`config.mk`:
```
export PLATFORM = sky130hd
export DESIGN_NAME = mem_bus_adapter
export DESIGN_NICKNAME = d
export VERILOG_FILES = /design/src/rtl/mem_bus_adapter.sv
export SDC_FILE = /design/constraint.sdc
export NUM_CORES = 1
export LEC_CHECK = 0
export ABC_AREA = 1
export CORE_ASPECT_RATIO = 1.4
export CORE_MARGIN = 3
export CORE_UTILIZATION = 40
export CTS_CLUSTER_SIZE = 14
export DETAILED_ROUTE_END_ITERATION = 7
export GPL_TIMING_DRIVEN = 0
export PLACE_DENSITY = 0.73
export SETUP_SLACK_MARGIN = 0.1
export SLEW_MARGIN = 40
export SYNTH_ARGS = -nofsm -noshare
export SYNTH_HDL_FRONTEND = slang
export SYNTH_SLANG_ARGS = --single-unit
```
`constraint.sdc`:
```
create_clock -name clock -period 6.6 [get_ports clock]
set_input_delay 1.32 -clock clock [delete_from_list [all_inputs] [get_ports clock]]
set_output_delay 1.32 -clock clock [all_outputs]
set_load 0.01 [all_outputs]
```
`src/rtl/mem_bus_adapter.sv`:
```
// mem_bus_adapter: turns 32-bit pipeline loads/stores into one or more
// beats on a narrower (or equal) external bus of BUS_W bits.
// Optional feature macro: MEM_BUS_ADAPTER_MISALIGN_EN
//   defined   -> misaligned accesses are split across as many beats as needed
//   undefined -> misaligned accesses (addr mod 4 != 0) return resp_err=1
//                without touching the bus
module mem_bus_adapter #(
    parameter int BUS_W  = 16,
    parameter int ADDR_W = 32
) (
    input  logic                 clock,
    input  logic                 reset_n,
    input  logic                 req_valid,
    input  logic                 req_write,
    input  logic [ADDR_W-1:0]    req_addr,
    input  logic [31:0]          req_wdata,
    output logic                 req_ready,
    output logic                 stall,
    output logic                 resp_valid,
    output logic [31:0]          resp_rdata,
    output logic                 resp_err,
    output logic [ADDR_W-1:0]    bus_addr,
    output logic                 bus_read,
    output logic                 bus_write,
    output logic [BUS_W-1:0]     bus_wdata,
    output logic [BUS_W/8-1:0]   bus_be,
    input  logic                 bus_busy,
    input  logic [BUS_W-1:0]     bus_rdata
);

    localparam int         L     = BUS_W / 8;
    localparam int         SH    = $clog2(L);
    localparam logic [1:0] OMASK = 2'(L - 1);

    typedef enum logic [1:0] {IDLE, BEAT, RESP} state_t;

    state_t              r_state;
    logic [1:0]          r_off;
    logic [1:0]          r_idx;
    logic [1:0]          r_nlast;
    logic                r_write;
    logic [31:0]         r_wdata;
    logic [31:0]         r_acc;
    logic [ADDR_W-1:0]   r_bus_addr;
    logic                r_bus_read;
    logic                r_bus_write;
    logic [BUS_W-1:0]    r_bus_wdata;
    logic [L-1:0]        r_bus_be;
    logic                r_resp_valid;
    logic                r_resp_err;
    logic [31:0]         r_resp_rdata;

    logic [1:0]          w_off;
    logic [1:0]          w_nlast;
    logic [1:0]          w_idx_nxt;
    logic [ADDR_W-1:0]   w_base;
    logic [31:0]         w_merged;
    logic                w_err;

    // Lanes of beat idx that carry bytes of the 4-byte access starting at lane off.
    function automatic logic [L-1:0] f_be(input logic [1:0] off, input logic [1:0] idx);
        int k;
        f_be = '0;
        for (int j = 0; j < L; j++) begin
            k = int'(idx) * L + j - int'(off);
            if (k >= 0 && k < 4) f_be[j] = 1'b1;
        end
    endfunction

    // Store data of beat idx with each byte placed in its lane; idle lanes are 0.
    function automatic logic [BUS_W-1:0] f_wdata(input logic [1:0] off, input logic [1:0] idx,
                                                 input logic [31:0] wd);
        int         k;
        logic [1:0] kb;
        f_wdata = '0;
        for (int j = 0; j < L; j++) begin
            k  = int'(idx) * L + j - int'(off);
            kb = 2'(k);
            if (k >= 0 && k < 4) f_wdata[8*j +: 8] = wd[8*kb +: 8];
        end
    endfunction

    // Load data accumulated so far with the enabled lanes of this beat merged in.
    function automatic logic [31:0] f_merge(input logic [1:0] off, input logic [1:0] idx,
                                            input logic [31:0] acc, input logic [BUS_W-1:0] rd);
        int         k;
        logic [1:0] kb;
        f_merge = acc;
        for (int j = 0; j < L; j++) begin
            k  = int'(idx) * L + j - int'(off);
            kb = 2'(k);
            if (k >= 0 && k < 4) f_merge[8*kb +: 8] = rd[8*j +: 8];
        end
    endfunction

    // Lane offset, last beat index (= ceil((off+4)/L) - 1) and first bus word.
    assign w_off     = req_addr[1:0] & OMASK;
    assign w_nlast   = 2'((int'(w_off) + 3) / L);
    assign w_base    = req_addr >> SH;
    assign w_idx_nxt = r_idx + 2'd1;
    assign w_merged  = f_merge(r_off, r_idx, r_acc, bus_rdata);

`ifdef MEM_BUS_ADAPTER_MISALIGN_EN
    assign w_err = 1'b0;
`else
    assign w_err = |req_addr[1:0];
`endif

    // Sequencer: accept, walk the beats, then emit a single-cycle response.
    always_ff @(posedge clock or negedge reset_n) begin
        if (!reset_n) begin
            r_state      <= IDLE;
            r_off        <= '0;
            r_idx        <= '0;
            r_nlast      <= '0;
            r_write      <= 1'b0;
            r_wdata      <= '0;
            r_acc        <= '0;
            r_bus_addr   <= '0;
            r_bus_read   <= 1'b0;
            r_bus_write  <= 1'b0;
            r_bus_wdata  <= '0;
            r_bus_be     <= '0;
            r_resp_valid <= 1'b0;
            r_resp_err   <= 1'b0;
            r_resp_rdata <= '0;
        end else begin
            r_resp_valid <= 1'b0;
            case (r_state)
                IDLE: begin
                    if (req_valid) begin
                        r_write <= req_write;
                        r_wdata <= req_wdata;
                        r_off   <= w_off;
                        r_nlast <= w_nlast;
                        r_idx   <= 2'd0;
                        r_acc   <= '0;
                        if (w_err) begin
                            // Misaligned without splitting support: no bus traffic at all.
                            r_state      <= RESP;
                            r_resp_valid <= 1'b1;
                            r_resp_err   <= 1'b1;
                        end else begin
                            r_state     <= BEAT;
                            r_bus_addr  <= w_base;
                            r_bus_read  <= ~req_write;
                            r_bus_write <= req_write;
                            r_bus_be    <= f_be(w_off, 2'd0);
                            r_bus_wdata <= req_write ? f_wdata(w_off, 2'd0, req_wdata) : '0;
                        end
                    end
                end
                BEAT: begin
                    // While the bus is busy every bus register simply holds.
                    if (!bus_busy) begin
                        r_acc <= w_merged;
                        if (r_idx == r_nlast) begin
                            r_state      <= RESP;
                            r_bus_read   <= 1'b0;
                            r_bus_write  <= 1'b0;
                            r_bus_be     <= '0;
                            r_bus_wdata  <= '0;
                            r_resp_valid <= 1'b1;
                            r_resp_err   <= 1'b0;
                            if (!r_write) r_resp_rdata <= w_merged;
                        end else begin
                            r_idx       <= w_idx_nxt;
                            r_bus_addr  <= r_bus_addr + ADDR_W'(1);
                            r_bus_be    <= f_be(r_off, w_idx_nxt);
                            r_bus_wdata <= r_write ? f_wdata(r_off, w_idx_nxt, r_wdata) : '0;
                        end
                    end
                end
                RESP: begin
                    r_state    <= IDLE;
                    r_resp_err <= 1'b0;
                end
                default: r_state <= IDLE;
            endcase
        end
    end

    assign req_ready  = (r_state == IDLE);
    assign stall      = (r_state != IDLE);
    assign resp_valid = r_resp_valid;
    assign resp_err   = r_resp_err;
    assign resp_rdata = r_resp_rdata;
    assign bus_addr   = r_bus_addr;
    assign bus_read   = r_bus_read;
    assign bus_write  = r_bus_write;
    assign bus_wdata  = r_bus_wdata;
    assign bus_be     = r_bus_be;

endmodule
```
* Yosys cells after proc, flatten, opt, wreduce, memory -nomap -nowiden
Index checks and enable logic that the tools add are counted.
** Word-level totals
- Bits in registers :: 158
- Bits in latches :: 0
- Bits in writable memories :: 0
- ROM bits :: 0
- Logic and storage cells :: 139
- Memories kept :: 0
** Cells by class
- $add $sub $neg :: 14
- $mul :: 0
- Div/mod/pow operators :: 0
- $lt $le $gt $ge :: 12
- Eq/ne operators :: 9
- Shifts and indexed selects :: 8
- Muxes and demuxes :: 57
- Bitwise gates (word level) :: 4
- Reductions and logical operators :: 20
** Operators by type and width (count)
- 2-to-1 mux 32 bit :: 8
- one-hot mux 32 bit (2 select lines) :: 2
- variable part select 32 x 6 -> 8 bit :: 4
- 2-to-1 mux 16 bit :: 6
- negator 5 -> 34 bit :: 2
- variable shift 8 x 34 -> 32 bit, first input constant :: 2
- variable part select 8 x 34 -> 32 bit :: 2
- bitwise mux 32 bit :: 2
- adder 32 x 1 -> 32 bit, second input constant :: 1
- 2-to-1 mux 8 bit :: 4
- one-hot mux 16 bit (2 select lines) :: 1
- 2-to-1 mux 2 bit :: 11
- 2-to-1 mux 1 bit :: 16
- AND reduction 5 bit :: 3
- one-hot mux 2 bit (2 select lines) :: 3
- AND reduction 4 bit :: 3
- >= comparator 5 x 1 -> 1 bit, second input constant :: 2
- < comparator 5 x 4 -> 1 bit, second input constant :: 2
- inequality test 2 bit, second input constant :: 5
- subtractor 4 x 1 -> 5 bit :: 2
- adder 3 x 1 -> 4 bit, second input constant :: 2
- >= comparator 4 x 1 -> 1 bit, second input constant :: 2
- < comparator 2 x 4 -> 1 bit, second input constant :: 2
- < comparator 4 bit, second input constant :: 2
- 21 further kinds :: 35

* Logic depth before layout (Yosys ltp)
- Depth in word-level cells :: 10
- Gate-level depth with buffers :: 12

* Worst setup path after synthesis
No wires, ideal clock.
- Path type :: in2reg
- Start point :: in req_valid
- End point :: reg r_bus_write, in the netlist bus_write
- Arrival :: 2.203 ns
- Slack :: 4.274 ns
- Cell stages on the path :: 8
- Path through :: inv_1 -> nand2_1 -> nand3_4 -> nor2_4 -> inv_2 -> buf_2 -> o21ai_0 -> nand2_1
** On the way
- Longest elaborated chain between the ends :: 2
** RTL lines
- from (decl) :: RTL line 13 : input logic req_valid,
- inequality test 2 bit (no line)
- AND reduction 5 bit (no line)
- to (signal assigned) :: RTL line 147 : r_bus_write <= req_write;
- to (decl) :: RTL line 46 : logic r_bus_write;
No other way between the ends.
A chain may end at the register's enable or synchronous reset.

* Final worst setup path
- Start point :: reg r_state[0]
- End point :: out stall
** On the way
- Longest elaborated chain between the ends :: 1
** RTL lines
- from (decl) :: RTL line 37 : state_t r_state;
- from (signal assigned) :: RTL line 112 : r_state <= IDLE;
- from (signal assigned) :: RTL line 140 : r_state <= RESP;
- from (signal assigned) :: RTL line 144 : r_state <= BEAT;
- nonzero test 2 bit :: RTL line 184 : assign stall = (r_state != IDLE);
- to (decl) :: RTL line 18 : output logic stall,
No other way between the ends.

==> impl_metrics.py <==
metrics = {
    "outcome": {
        "status": "complete, no violations",
    },
    "clock_tree": {
        "hold_buffers": 0,
        "clock-sinks": 157,
        "cts_setup_buffers": 0,
        "clk_pin_slew_worst_paths_ps": 70,
        "cts-root-buf": "clkbuf_16",
        "h-tree-depth": 4,
        "cts_made_buffers": 17,
        "cts.repair.resized": 0,
        "cts_tree": "done",
        "insertion_delay_ps": 440,
        "cts_buffer_depth": 2,
    },
    "final_layout": {
        "finalNetCount": 1678,
        "area_growth_pct": 28.9,
        "design_area_um2": 12300,
        "utilization_pct": 52.6,
        "drive_above_1_share_pct": 6.66,
    },
    "drt": {
        "totalWireLength_um": 31900,
        "drt_iter0_markers": 829,
        "viasPerCell": 5.25,
        "ant_nets": 0,
        "vias": 9972,
        "drc": 0,
        "drt-wirelength-per-cell_um": 16.8,
        "drtPass1Iterations": 8,
    },
    "critical_path": {
        "critPathRequiredTime_ps": 5280,
        "r2r_slack_ps": 3560,
        "worst_r2r_startpoint": "r_idx[0]$_DFFE_PN0P_",
        "path_cells": "inv_1 -> ha_1 -> inv_1 -> clkdlybuf4s50_1",
        "r2r_cells": 9,
        "crit_fanout": 4,
        "crit_path_frequent_cell": "inv_1",
        "crit_buf_inv": 3,
        "r2r_end": "resp_rdata[10]$_DFFE_PN0P_",
        "arrival_ps": 1870,
        "critical_path.top_delay_family": "buffers and inverters",
        "crit_path_end_kind": "primary output",
        "crit_type": "flop to primary output",
        "cp_slowest_stage_delay_ps": 620,
        "worstSetupStartpointType": "flop",
        "slowest_stage": "clkdlybuf4s50_1",
    },
    "logic_synthesis": {
        "synthAdderAreaFrac_pct": 1.97,
        "synth_simple_gate_area_share_pct": 39.7,
        "synthCells": 1385,
        "synth_edf_count": 0,
        "synth_compound_area_share_pct": 8.37,
        "ys_top_cells_by_area": "dfrtp_1 41%, nand2_1 20%, nand3_1 7.8%",
        "synth_xor_area_share_pct": 1.01,
        "seq_area_frac_synth_pct": 41.3,
        "synthTopCellsByCount": "497 x nand2_1, 179 x nor2_1, 157 x dfrtp_1",
        "yosysTopAreaCell": "dfrtp_1",
        "avgSynthCellArea_um2": 6.87,
        "synth_fp_nets": 1485,
        "synth_most_common_cell": "nand2_1",
        "yosys_warnings": 0,
        "synth.distinct_cells": 42,
        "muxShareOfSynthArea_pct": 0,
        "syn-cell-area_um2": 9510,
        "yosysTopAreaCellShare_pct": 41.3,
        "synth_flop_cell": "dfrtp_1",
        "ys_async_sr_fraction_pct": 100,
        "synth_top_family_by_area": "simple AND/OR/NAND/NOR gates",
        "ys_ff_latch": 157,
    },
    "sta": {
        "min_period_ps": 3190,
        "slew-limit-headroom_pct": 54.4,
        "hold_viol_final": 0,
        "fin_crit_sh_pct": 48.3,
        "setup_tns_ps": 0,
        "finClkSkew_ps": 8.85,
        "setup_viol": 0,
        "fmax_mhz": 314,
        "whs_ps": 472,
        "rsz0062_at_grt": "no",
        "tightestPinTransition_ps": 683,
        "slew_viol_final": 0,
    },
    "place": {
        "gp_congestion": 0.968,
        "hpwl_um": 24500,
        "io_buffers": 172,
        "dpl_cell_area_um2": 11700,
    },
    "global_route": {
        "grt_overflow": 0,
        "grt_pass1_wl_um": 50300,
        "grt_pass1_vias": 9697,
        "grt_max_degree": 78,
        "antenna_found_initial": 1,
        "grt_usage_pct": 24.9,
    },
    "floorplan": {
        "start_util_pct": 40.8,
        "die-height_um": 188,
        "die_w_um": 136,
        "ios": 173,
        "rows": 66,
        "die_area_um2": 25700,
        "coreArea_um2": 23300,
    },
    "min_path": {
        "min_to": "resp_err$_DFFE_PN0P_",
        "holdPathStages": 2,
        "hold_class": "flop to flop",
        "min_from": "resp_err$_DFFE_PN0P_",
    },
    "power_and_ir_drop": {
        "worst_ir_drop_vdd_mv": 0.256,
        "totalPowerFinal_mw": 6.22,
        "p_per_area_nw_per_um2": 507,
        "cellLeakagePower_nw": 5.83,
    },
    "flow_run": {
        "maxCapViolCount": 0,
    },
}
==> cells in the final DEF, fill, tap and decap left out, drive strengths merged, types with 33 or more instances in the layout <==
| cell | synthesis | routed |
|---|---|---|
| o21ai | 99 | 99 |
| clkdlybuf4s50 | 0 | 171 |
| buf | 30 | 33 |
| dfrtp | 157 | 157 |
| a21oi | 36 | 36 |
| clkbuf | 29 | 46 |
| nand2 | 512 | 512 |
| nand3 | 151 | 151 |
| nor2 | 184 | 184 |
| nand4 | 43 | 43 |
| inv | 98 | 106 |
==> where the power goes <==
group,switching [mW],internal [mW]
combinational,2.09,1.31
clock,0.450,0.532
sequential,0.419,1.42
total,2.96,3.26
==> area by class of cell <==
type	count	area [µm²]
Multi-Input combinational cell	1069	4860
Antenna cell	1	2.50
Inverter	100	382
Clock inverter	15	154
Tap cell	306	383
Fill cell	2319	11000
Timing Repair Buffer	174	1780
Clock buffer	17	425
Buffer	59	342
Sequential cell	157	3930
==> layer usage <==
| layer | global-route usage, % | wire, µm | vias up |
|---|---|---|---|
| met4 | 13.5 | 1530 | 0 |
| li1 | - | - | 4855 |
| met5 | 0 | 0 | - |
| met3 | 3.90 | 1850 | 100 |
| met2 | 42.6 | 16000 | 432 |
| met1 | 29.7 | 12600 | 4585 |
==> registers in the layout (all words and copies together), names as in the netlist, 16 cells and up <==
signal,flops
bus_addr,32
resp_rdata,32
r_acc,32
r_wdata,32
bus_wdata,16
==> kinds of logic (layout without fill, tap and decap cells) <==
logic type / Yosys count / after routing
adder cells (fa/ha/maj): 15 / 15
other: 0 / 1
flip-flops: 157 / 157
AO/OA/AOI/OAI: 150 / 150
XOR/XNOR: 8 / 8
AND/OR/NAND/NOR: 896 / 896
buffers and inverters: 159 / 365
==> worst max-delay path by stage <==
stage,startpoint,to,cells past startpoint
floorplan,req_valid,bus_write$_DFFE_PN0P_,8
global placement,reset_n,bus_wdata[6]$_DFFE_PN0P_,1
detailed placement,req_valid,r_acc[2]$_DFFE_PN0P_,8
CTS,r_state[0]$_DFFE_PN0P_,stall,4
global route,r_idx[0]$_DFFE_PN0P_,resp_rdata[10]$_DFFE_PN0P_,9
finish,r_state[0]$_DFFE_PN0P_,stall,4
==> through the flow <==
stage,setup slack [ps],cells
2_1_floorplan,4270,1385
3_3_place_gp,-2340,1863
3_5_place_dp,3360,1865
4_1_cts,3390,1897
5_1_grt,3320,1898
6_report,3410,1898
==> worst register-to-register path, cell delays in order, from the launching register on <==
cell      delay (ps)
dfrtp_1          580
inv_2            180
clkbuf_1         530
ha_1             250
clkbuf_1         380
nand2_1          350
inv_2            210
o21ai_0          130
nand3_1          220
nand2_1           80
Note: power is estimated with default switching activity, not from simulation.
